**config.mk**
```make
export PLATFORM = sky130hd
export DESIGN_NAME = wb_select_stage
export DESIGN_NICKNAME = d
export VERILOG_FILES = /design/src/rtl/wb_select_stage.sv
export SDC_FILE = /design/constraint.sdc
export NUM_CORES = 1
export LEC_CHECK = 0
export CAP_MARGIN = 20
export CORE_UTILIZATION = 43
export DETAILED_ROUTE_END_ITERATION = 6
export GPL_ROUTABILITY_DRIVEN = 0
export PLACE_DENSITY = 0.88
export SYNTH_ARGS = -nofsm -noshare
export SYNTH_HDL_FRONTEND = slang
export SYNTH_SLANG_ARGS = --single-unit
```
**constraint.sdc**
```tcl
create_clock -name clk -period 3.4 [get_ports clk]
set_input_delay 0.68 -clock clk [delete_from_list [all_inputs] [get_ports clk]]
set_output_delay 0.68 -clock clk [all_outputs]
set_load 0.03 [all_outputs]
```
**src/rtl/wb_select_stage.sv**
```systemverilog
// MEM/WB pipeline register for the MIPS datapath: picks the write-back destination and data,
// extracts sub-word loads, and flags illegal selects or misaligned loads.
module wb_select_stage #(
    parameter int  DW       = 32,
    parameter int  AW       = 5,
    parameter int  LINK_REG = 31,
    localparam int LANES    = DW / 8,
    localparam int LW       = $clog2(LANES)
) (
    input  logic          clk,
    input  logic          rst,
    input  logic          stall,
    input  logic          flush,
    input  logic          in_valid,
    input  logic          reg_write,
    input  logic [1:0]    reg_dst,
    input  logic [AW-1:0] rt,
    input  logic [AW-1:0] rd,
    input  logic [1:0]    mem_to_reg,
    input  logic [2:0]    ld_mode,
    input  logic [LW-1:0] addr_lo,
    input  logic [DW-1:0] alu_out,
    input  logic [DW-1:0] dm_out,
    input  logic [DW-1:0] dpc,
    output logic          out_valid,
    output logic          wb_we,
    output logic [AW-1:0] wb_addr,
    output logic [DW-1:0] wb_data,
    output logic          sel_err
);

    function automatic logic [DW-1:0] sext8(input logic [7:0] b);
        return {{(DW-8){b[7]}}, b};
    endfunction

    function automatic logic [DW-1:0] sext16(input logic [15:0] h);
        return {{(DW-16){h[15]}}, h};
    endfunction

    logic [AW-1:0] dest_s;
    logic          dst_err_s;
    logic [7:0]    byte_s;
    logic [15:0]   half_s;
    logic [DW-1:0] ld_data_s;
    logic          ld_err_s;
    logic [DW-1:0] data_s;
    logic          data_err_s;
    logic          err_s;

    logic          valid_d, valid_q;
    logic          we_d,    we_q;
    logic [AW-1:0] addr_d,  addr_q;
    logic [DW-1:0] data_d,  data_q;
    logic          err_d,   err_q;

    // Destination register selection
    always_comb begin
        dest_s    = {AW{1'b0}};
        dst_err_s = 1'b0;
        case (reg_dst)
            2'b00:   dest_s = rt;
            2'b01:   dest_s = rd;
            2'b10:   dest_s = AW'(LINK_REG);
            default: dst_err_s = 1'b1;
        endcase
    end

    assign byte_s = 8'(dm_out >> {addr_lo, 3'b000});
    assign half_s = 16'(dm_out >> {addr_lo[LW-1:1], 4'b0000});

    // Sub-word load extraction; faulty loads pass the raw word through
    always_comb begin
        ld_data_s = dm_out;
        ld_err_s  = 1'b0;
        case (ld_mode)
            3'b000: begin
                if (addr_lo != {LW{1'b0}}) ld_err_s = 1'b1;
                else                       ld_data_s = dm_out;
            end
            3'b001: ld_data_s = sext8(byte_s);
            3'b010: ld_data_s = {{(DW-8){1'b0}}, byte_s};
            3'b011: begin
                if (addr_lo[0]) ld_err_s = 1'b1;
                else            ld_data_s = sext16(half_s);
            end
            3'b100: begin
                if (addr_lo[0]) ld_err_s = 1'b1;
                else            ld_data_s = {{(DW-16){1'b0}}, half_s};
            end
            default: ld_err_s = 1'b1;
        endcase
    end

    // Write-back data source selection
    always_comb begin
        data_s     = alu_out;
        data_err_s = 1'b0;
        case (mem_to_reg)
            2'b00: data_s = alu_out;
            2'b01: begin
                data_s     = ld_data_s;
                data_err_s = ld_err_s;
            end
            2'b10:   data_s = dpc;
            default: data_err_s = 1'b1;
        endcase
    end

    assign err_s = in_valid & reg_write & (dst_err_s | data_err_s);

    // Next-state: flush beats stall, stall beats capture
    always_comb begin
        valid_d = valid_q;
        we_d    = we_q;
        addr_d  = addr_q;
        data_d  = data_q;
        err_d   = err_q;
        if (flush) begin
            valid_d = 1'b0;
            we_d    = 1'b0;
            addr_d  = {AW{1'b0}};
            data_d  = {DW{1'b0}};
            err_d   = 1'b0;
        end else if (stall) begin
            valid_d = valid_q;
            we_d    = we_q;
            addr_d  = addr_q;
            data_d  = data_q;
            err_d   = err_q;
        end else begin
            valid_d = in_valid;
            err_d   = err_s;
            we_d    = in_valid & reg_write & ~err_s & (dest_s != {AW{1'b0}});
            // Address and data track the last valid instruction even when no write occurs
            if (in_valid) begin
                addr_d = dest_s;
                data_d = data_s;
            end else begin
                addr_d = addr_q;
                data_d = data_q;
            end
        end
    end

    // Output registers with synchronous reset
    always_ff @(posedge clk) begin
        if (rst) begin
            valid_q <= 1'b0;
            we_q    <= 1'b0;
            addr_q  <= {AW{1'b0}};
            data_q  <= {DW{1'b0}};
            err_q   <= 1'b0;
        end else begin
            valid_q <= valid_d;
            we_q    <= we_d;
            addr_q  <= addr_d;
            data_q  <= data_d;
            err_q   <= err_d;
        end
    end

    assign out_valid = valid_q;
    assign wb_we     = we_q;
    assign wb_addr   = addr_q;
    assign wb_data   = data_q;
    assign sel_err   = err_q;

endmodule

```
==> impl_metrics.tcl <==
set metrics [dict create \
    outcome "finished clean" \
    synthAdderAreaFrac_pct 1.25 \
    start_util_pct 44.3 \
    grt_pass1_vias 3659 \
    grt.total_usage_pct 31.5 \
    hp-start "wb_addr[1]" \
    ir_drop_v 0.000189 \
    synth_top_family_by_area "compound AO/OA/AOI/OAI gates" \
    final-hold-violation-count 0 \
    fin_worst_skew_ns 0 \
    cts_hold_buffers 0 \
    htreeDepth 2 \
    cp-start-kind "input pin" \
    worstSkewPairLatency_ns 0.29 \
    required_ns 3.63 \
    antenna_found_initial 0 \
    synth-seq-area-share_pct 26.6 \
    nets 629 \
    ys_warn_count 0 \
    worst_slew_pin_slew_ns 0.936 \
    wire_per_inst_um 19.3 \
    cts_resized 0 \
    fin_cells 602 \
    p_leak_nw 1.61 \
    die_h_um 85.7 \
    drc 0 \
    slew_headroom_pct 37.6 \
    synth-simple-area-share_pct 10.5 \
    maxCapViolCount 0 \
    path_class "input pin to register" \
    core_mm2 0.00679 \
    postCtsSetupRepairBufs 0 \
    yosys-top-cells-area "dfxtp_1, o21ai_0, a221o_1" \
    synthCells 364 \
    synth.largest_area_cell "dfxtp_1" \
    die_area_mm2 0.00734 \
    ys_ff_latch 40 \
    placed_cells 594 \
    min_period_over_period_pct 78.5 \
    rsz0062_at_grt "false" \
    synth_top_cell_area_share_pct 26.6 \
    holdPathStages 2 \
    cts_tree "built" \
    critPathMaxFanout 23 \
    cts_buffers 5 \
    cts_root_buf "clkbuf_8" \
    critPathMaxStageDelay_ns 0.77 \
    yosys.cell_types.count 49 \
    syn-num-nets 488 \
    firstDrtPassIters 5 \
    regToRegStartpoint "wb_data[15]" \
    drive_gt1_share_pct 9.49 \
    ant_nets 0 \
    fmax_ghz 0.375 \
    drt_iter0_drc 405 \
    ios 161 \
    setup.worst_path.end_class "register" \
    fin_util_pct 70.0 \
    hold_path_class "register to register" \
    synth_xor_area_share_pct 0.291 \
    avgViaCountPerCell 6.31 \
    grt_overflow_total 0 \
    setup_viol 0 \
    worstPathCellList "clkdlybuf4s50_1, inv_1, ha_1, and2_1, a221o_1, o21ai_0, o22ai_1" \
    synth_edf_count 0 \
    fin_tns_setup_ns 0 \
    fin_crit_ns 2.67 \
    path_clk_slew_ns 0.10 \
    r2r_setup_slack_ns 2.56 \
    timing.final.ws_setup_ns 0.730 \
    rows 30 \
    synthMuxAreaShare_pct 6.69 \
    async_flop_share_pct 0 \
    cts.sinks 40 \
    worst_r2r_path_depth 4 \
    postRouteWirelength_um 11600 \
    cts_buffer_depth 2 \
    grt_max_degree 28 \
    yosys.cell_count.top_type "o21ai_0" \
    area_delta_synth_final_pct 57.9 \
    n_antenna_cell 0 \
    synth_flop_cell "dfxtp_1" \
    grt_pass1_wl_um 18300 \
    port_buffers 160 \
    critical_path.slowest_cell "and2_1" \
    vias 3799 \
    synth_compound_area_share_pct 46.5 \
    min_to "wb_addr[1]" \
    place_hpwl_um 8850 \
    crit_arrival_ns 2.90 \
    slew_viol_final 0 \
    syn_area_mm2 0.00301 \
    regToRegEndpoint "wb_data[15]" \
    synth_common_cells "o21ai_0, dfxtp_1, a21oi_1" \
    fill_cells 553 \
    p_per_area_mw_per_mm2 290 \
    pre_cts_slack_ns 0.476 \
    die_x_um 85.7 \
    syn_avg_cell_area_um2 8.27 \
]
report_power, final:
| group | internal (mW) | switching (mW) |
|---|---|---|
| Combinational | 0.239 | 0.235 |
| Sequential | 0.484 | 0.00906 |
| Clock | 0.222 | 0.192 |
| Total | 0.944 | 0.436 |
logic make-up after synthesis:
logic type / Yosys count
DFF: 40
buffers and inverters: 54
and+or+nand+nor: 58
muxes: 10
xor gates and xnor gates: 1
AOI/OAI and AO/OA: 198
adders and majority gates: 3
per-layer routing:
layer	track usage [%]	vias to the layer above	wire length [um]
met5	0	-	0
met4	12.7	0	347
met3	5.58	31	1100
met2	53.2	268	5530
met1	39.7	1773	4670
li1	-	1727	-
through the flow:
stage	power (mW)	instance area (um2)	hold slack (ns)
after floorplan	0.723	3010	0.576
final	1.38	4750	0.460
after global routing	1.44	4750	0.490
after detailed placement	0.968	4640	0.445
after CTS	1.37	4750	0.460
after global placement	0.958	4640	0.434
worst max-delay path by stage:
| stage | start | end | slack [ns] |
|---|---|---|---|
| after floorplan | mem_to_reg[0] | wb_data[24] | 1.24 |
| after global placement | mem_to_reg[0] | wb_data[7] | 0.57 |
| after detailed placement | mem_to_reg[0] | wb_data[28] | 0.48 |
| after CTS | mem_to_reg[0] | wb_data[7] | 0.79 |
| after global routing | mem_to_reg[0] | wb_data[7] | 0.62 |
| final | mem_to_reg[0] | wb_data[14] | 0.73 |
worst max-delay path, delay by kind of cell:
kind | cells | cell delay, ns
AOI/OAI and AO/OA | 3 | 0.53
adders and majority gates | 1 | 0.35
and+or+nand+nor | 1 | 0.77
buffers and inverters | 2 | 0.56
area by class of cell:
cell class / instances / area (um2) / area share (%)
Clock buffer: 5 / 68.8 / 1.45
Clock inverter: 3 / 46.3 / 0.974
Inverter: 16 / 60.1 / 1.26
Multi-Input combinational cell: 270 / 1970 / 41.4
Sequential cell: 40 / 801 / 16.8
Tap cell: 96 / 120 / 2.53
Timing Repair Buffer: 172 / 1690 / 35.6
sequential cells by signal, summed over array words and instances (netlist names):
register and cells:
wb_we 1, out_valid 1, wb_data 32, wb_addr 5
sel_err 1
placed cells by master, fill, tap and decap left out, types with 2 or more instances in the layout:
cell type / instances
a21oi_1: 30
nand2_1: 25
inv_1: 16
ha_1: 3
a31o_2: 2
o221ai_1: 7
o311ai_0: 5
a21oi_2: 2
a31oi_1: 2
and3b_1: 2
nand3_1: 4
dfxtp_1: 40
nor3b_1: 2
mux4_2: 8
o22ai_1: 15
a221oi_2: 7
o211ai_1: 24
nor4_1: 2
o2111ai_1: 8
nand3b_1: 2
o21ai_0: 63
buf_4: 12
nor2b_1: 3
clkdlybuf4s50_1: 160
o21a_1: 2
clkbuf_8: 5
nor2_1: 5
a221o_1: 23
nand2b_1: 5
Power figures use the tool's default switching activity.
